`config.mk`:
```
export PLATFORM = sky130hd
export DESIGN_NAME = imem_arbiter
export DESIGN_NICKNAME = d
export VERILOG_FILES = /design/src/rtl/imem_arbiter.sv
export SDC_FILE = /design/constraint.sdc
export NUM_CORES = 1
export LEC_CHECK = 0
export ABC_AREA = 1
export CELL_PAD_IN_SITES_DETAIL_PLACEMENT = 1
export CELL_PAD_IN_SITES_GLOBAL_PLACEMENT = 1
export CORE_AREA = 2 2 77 79
export CTS_CLUSTER_SIZE = 25
export DETAILED_ROUTE_END_ITERATION = 16
export DIE_AREA = 0 0 79 81
export DONT_BUFFER_PORTS = 1
export PLACE_DENSITY_LB_ADDON = 0.1
export SYNTH_ARGS = -nofsm -noshare
export SYNTH_HDL_FRONTEND = slang
export SYNTH_SLANG_ARGS = --single-unit
```
`constraint.sdc`:
```
create_clock -name clk -period 1.9 [get_ports clk]
set_clock_uncertainty 0.2 [all_clocks]
set_input_delay 0.38 -clock clk [delete_from_list [all_inputs] [get_ports clk]]
set_output_delay 0.38 -clock clk [all_outputs]
set_load 0.05 [all_outputs]
```
`src/rtl/imem_arbiter.sv`:
```
// imem_arbiter: shares one sync-read instruction memory port between fetch and loader
module imem_arbiter #(
  parameter int N = 32,
  parameter int AW = 9,
  parameter int STARVE = 4
) (
  input  logic          clk,
  input  logic          rst,
  input  logic          f_req,
  input  logic [AW-1:0] f_addr,
  output logic          f_gnt,
  output logic          f_rvalid,
  output logic [N-1:0]  f_rdata,
  input  logic          l_req,
  input  logic          l_we,
  input  logic          l_lock,
  input  logic [AW-1:0] l_addr,
  input  logic [N-1:0]  l_wdata,
  output logic          l_gnt,
  output logic          l_rvalid,
  output logic [N-1:0]  l_rdata,
  output logic          mem_en,
  output logic          mem_we,
  output logic [AW-1:0] mem_addr,
  output logic [N-1:0]  mem_wdata,
  input  logic [N-1:0]  mem_rdata
);
  logic [3:0] starve_cnt;
  logic lock_own, rd_pend, rd_owner, l_win;
  // grant selection, memory port mux and read-data steering
  always_comb begin
    l_win = l_req & (!f_req | lock_own | (starve_cnt == 4'(STARVE)));
    l_gnt = !rst & l_win;
    f_gnt = !rst & f_req & !l_win;
    mem_en = f_gnt | l_gnt;
    mem_we = l_gnt & l_we;
    mem_addr = l_gnt ? l_addr : f_gnt ? f_addr : '0;
    mem_wdata = l_gnt ? l_wdata : '0;
    f_rvalid = !rst & rd_pend & !rd_owner;
    l_rvalid = !rst & rd_pend & rd_owner;
    f_rdata = f_rvalid ? mem_rdata : '0;
    l_rdata = l_rvalid ? mem_rdata : '0;
  end
  // starvation counter, loader lock and pending-read tracking
  always_ff @(posedge clk) begin
    if (rst) begin
      starve_cnt <= '0;
      lock_own <= 1'b0;
      rd_pend <= 1'b0;
      rd_owner <= 1'b0;
    end else begin
      starve_cnt <= (l_gnt | !l_req) ? 4'd0 :
                    (f_gnt & !lock_own & (starve_cnt < 4'(STARVE))) ? starve_cnt + 4'd1 : starve_cnt;
      lock_own <= (!l_lock | !l_req) ? 1'b0 : l_gnt ? 1'b1 : lock_own;
      rd_pend <= f_gnt | (l_gnt & !l_we);
      rd_owner <= l_gnt;
    end
  end
endmodule

```
==> reports/qor.yml, run 1 <==
status:
  outcome: "stopped before the end"
  stop_stage: "clock tree synthesis (4_1_cts)"
  first-error: "[ERROR DPL-0033] detailed placement checks failed during check placement."
logic_synthesis:
  ys_warn_count: 0
  syn_nets: 343
  synth-compound-area-share: 0.00855
  yosys.cell_types.count: 18
  yosysSeqAreaShare: 0.120
  synth_top_family_by_area: "simple AND/OR/NAND/NOR gates"
  netlist_instances: 253
  muxShareOfSynthArea: 0
  netlist_area_um2: 1170
  synth-xor-area-share: 0
  synth_adder_area_share: 0.0214
  synth_area_per_cell_um2: 4.63
  synth-seq-cells: 7
  yosys.area_share.simple: 0.507
floorplanning:
  rows: 28
  start_util: 0.206
  die_x_um: 79
  pin_count: 199
  die_h_um: 81
placement:
  dp_slack_ns: -0.0743
  dp_hpwl_um: 7400
  portBuffers: 0
  post_dp_cell_area_um2: 4060
  gp_congestion: 0.786
clocking:
  cts.sink_count: 7
  cts_buffers: 3
  cts-root-buf: "clkbuf_8"
  ctsHoldBuffers: 0
  cts_setup_buffers: 10
  cts_htree_levels: 1
  cts.path.max_buffers: 2
  ctsResizeCount: 81
-- cells by family after synthesis --
kind of cell / Yosys count
flops: 7
buf+inv: 93
simple gates: 149
fa+ha+maj: 2
compound gates: 2
-- synth_stat cells --
master / n / area, um^2
nand4_1: 3 / 18.8
clkinv_1: 1 / 3.75
a21oi_1: 1 / 5.00
inv_1: 81 / 304
dfxtp_1: 7 / 140
nand3_2: 1 / 10.0
ha_1: 2 / 25.0
inv_2: 1 / 3.75
o21ai_0: 1 / 5.00
nand3_1: 2 / 10.0
nor3_2: 2 / 20.0
nand2_2: 2 / 12.5
nor3_1: 1 / 5.00
nand2_1: 34 / 128
buf_2: 3 / 15.0
nor2_1: 104 / 390
buf_4: 1 / 7.51
buf_6: 6 / 67.6
-- metrics by stage --
step / cells / util
global placement: 428 / 0.715
floorplan: 253 / -
detailed placement: 428 / 0.715
==> run 2, diff against run 1 <==
CELL_PAD_IN_SITES_DETAIL_PLACEMENT = default   (was 1)
CELL_PAD_IN_SITES_GLOBAL_PLACEMENT = default   (was 1)
CORE_AREA = default   (was 2 2 77 79)
CORE_UTILIZATION = 20   (was default)
CTS_CLUSTER_SIZE = default   (was 25)
DIE_AREA = default   (was 0 0 79 81)
PLACE_DENSITY_LB_ADDON = 0.15   (was 0.1)
==> run 2 against run 1 <==
The flow now finishes, with violations (negative setup slack). Synthesized area did not move. Synthesized cell count did not move.
==> reports/qor.yml, run 2 <==
sta:
  final_max_slew_viol_count: 0
  rsz0062_at_grt: "true"
  hold_viol: 0
  max_slew_margin: 0.680
  worstMarginPinSlew_ns: 0.477
  fmax_ghz: 0.455
  fin_setup_tns_ns: -21.76
  period_minus_slack_ns: 2.20
  setup_viol: 109
  period_share: 1.16
  setup_slack_ns: -0.300
clocking:
  cts_htree_levels: 1  # unchanged
  cts_buffers: 3  # unchanged
  cts.path.max_buffers: 2  # unchanged
  clk_pin_slew_ns: 0.04
  cts.sink_count: 7  # unchanged
  cts_tree: "yes"
  cts-root-buf: "clkbuf_8"
  insertion_delay_ns: 0.23
  ctsHoldBuffers: 0  # unchanged
logic_synthesis:
  netlist_area_um2: 1170  # unchanged
  synth_area_per_cell_um2: 4.63  # unchanged
  synth_most_common_cell: "nor2_1"
  synth_edf_count: 0  # unchanged
  synth_top_flop_cell: "dfxtp_1"
  yosys.cell_types.count: 18  # unchanged
  ys_warn_count: 0  # unchanged
  yosysSeqAreaShare: 0.120  # unchanged
  synth.largest_area_cell: "nor2_1"
  netlist_instances: 253  # unchanged
  yosys-top-cells-count: "nor2_1, inv_1, nand2_1, dfxtp_1, buf_6"
  synthArstFlopShare: 0  # unchanged
  yosys-top-cells-area: "nor2_1, inv_1, dfxtp_1, nand2_1, buf_6"
  yosysTopAreaCellShare: 0.333  # unchanged
  synth-seq-cells: 7  # unchanged
  syn_nets: 343  # unchanged
route:
  vias: 2065
  wl_per_cell_um: 16.5
  finalWirelength_um: 7610
  drc: 0
  firstDrtPassIters: 4
  via_per_inst: 4.48
  first_iter_violations: 73
  ant_nets: 0
layout:
  max_flop_register: "starve_cnt"
  antenna_cells: 0
  stdcell_area_um2: 4750
  finalNetCount: 480
  largest_register_ffs: 4
  final_common_cell: "buf_12"
  fin_cells: 461
  mostFrequentLayoutCells: "buf_12, nor2_4, inv_1, nand2_2, buf_4"
  syn2layout_area_growth_pct: 305
  layout-drive-gt1-share: 0.730
status:
  outcome: "finished, violations left"
  violations: "negative setup slack"
global_routing:
  grtUsageTotal: 0.244
  antenna_found_initial: 0
  grt_max_degree: 11
  overflow: 0
  grt_pass1_wl_um: 11700
  first_global_vias: 2263
setup_path:
  crit_end: "mem_addr[7]"
  worstSetupEndpointType: "primary output"
  cp.arrival_ns: 1.62
  cp.required_ns: 1.32
  path_cells: "inv_2, ha_4, nand3_4, nand2_4, buf_4, nand2_4, nand2_8, clkinvlp_4, nand2_2, nand2_4"
  cp_max_fo: 5
  crit_family: "simple AND/OR/NAND/NOR gates"
  worst-setup-path-type: "register to primary output"
  path_buf_inv: 3
  r2r_setup_slack_ns: 0.27
  reg2reg_from: "starve_cnt[1]$_SDFFE_PP0P_"
  path_depth: 10
  cpPeakStageDelay_ns: 0.32
  r2r_end: "starve_cnt[0]$_SDFFE_PP0P_"
  cp-start-kind: "register"
  reg2regPathDepth: 11
  cp_common_cell: "nand2_4"
  crit_start: "starve_cnt[0]$_SDFFE_PP0P_"
  critPathSlowestCell: "dfxtp_2"
placement:
  dp_cells: 435  # +1.6%
  dp_hpwl_um: 5350  # -28%
  gp_congestion: 0.824  # +4.8%
  dp_slack_ns: -0.0354  # +0.0389 ns
  portBuffers: 0  # unchanged
  post_dp_cell_area_um2: 4140  # +2.1%
floorplanning:
  pin_count: 199  # unchanged
  coreArea_um2: 5570
  die_h_um: 78.5  # -3.1%
  die_x_um: 78.5  # -0.61%
  die_area_um2: 6170
  start_util: 0.210  # +0.00375
  rows: 27  # -3.6%
run:
  cap_violations: 0
hold_path:
  worstHoldPathType: "input port to register"
pwr:
  p_leak_nw: 2.04
  power_density_nw_per_um2: 255
  ir_drop_v: 0.000367
run 2: cell counts after synthesis:
Identical to the previous run, type by type.
run 2: worst min path at each step:
stage	from	to	slack, ns	cells past startpoint
finish	l_we	rd_pend$_SDFF_PP0_	0.07	1
global placement	starve_cnt[2]$_SDFFE_PP0P_	starve_cnt[2]$_SDFFE_PP0P_	0.27	2
global route	l_we	rd_pend$_SDFF_PP0_	0.06	1
CTS	l_lock	lock_own$_SDFFE_PP0P_	0.06	2
detailed placement	starve_cnt[3]$_SDFFE_PP0P_	starve_cnt[3]$_SDFFE_PP0P_	0.28	2
floorplan	starve_cnt[3]$_SDFFE_PP0P_	starve_cnt[3]$_SDFFE_PP0P_	0.25	2
run 2: report_power, final:
part | internal (W) | switching [W] | total [W]
Clock | 0.000146 | 0.0000724 | 0.000218
Sequential | 0.000152 | 0.00000212 | 0.000154
Combinational | 0.000334 | 0.000504 | 0.000838
Total | 0.000631 | 0.000578 | 0.00121
run 2: layout make-up:
| type | instances | area [um^2] |
|---|---|---|
| repair buffers | 141 | 2570 |
| multi-input cells | 153 | 1550 |
| fillers | 294 | 827 |
| inverters | 83 | 339 |
| flip-flops and latches | 7 | 144 |
| well taps | 72 | 90.1 |
| clock buffers | 4 | 45.0 |
| repair inverters | 1 | 7.51 |
run 2: what timing repair did:
| item | CTS | global route |
|---|---|---|
| endpoints found under the hold margin | 0 | 0 |
| buffers inserted | 17 | 4 |
| pin swaps | 16 | 21 |
| gates cloned | 7 | 0 |
| endpoints found under the setup margin | 107 | 109 |
| resized for setup | 56 | 20 |
run 2: cell families after synthesis:
kind of cell    Yosys count  synth area share
compound gates            2           0.00854
fa+ha+maj                 2            0.0214
buf+inv                  93             0.343
flops                     7             0.120
simple gates            149             0.507
run 2: routing by layer:
| metal | GRT usage | wire length, um | up-vias |
|---|---|---|---|
| li1 | - | - | 966 |
| met1 | 0.225 | 2320 | 953 |
| met3 | 0.0605 | 619 | 13 |
| met4 | 0.0500 | 84 | 0 |
| met5 | 0 | 0 | - |
| met2 | 0.521 | 4580 | 133 |
run 2: per-stage QoR:
stage | hold WS (ns) | util | power, W
2_1_floorplan | 0.247 | - | 0.000628
3_3_place_gp | 0.274 | 0.743 | 0.000879
3_5_place_dp | 0.276 | 0.743 | 0.000892
4_1_cts | 0.0603 | 0.858 | 0.00121
5_1_grt | 0.0643 | 0.852 | 0.00125
6_report | 0.0659 | 0.852 | 0.00121
Power figures use the tool's default switching activity.
==> run 3, diff against run 2 <==
CORE_MARGIN = 1   (was default)
CTS_CLUSTER_SIZE = 10   (was default)
==> results of run 3 <==
No change in the layout: final DEF, timing and power equal those of run 2.
==> run 4, diff against run 3 <==
SLEW_MARGIN = 20   (was default)
==> results of run 4 <==
No change in the layout: final DEF, timing and power equal those of run 2.
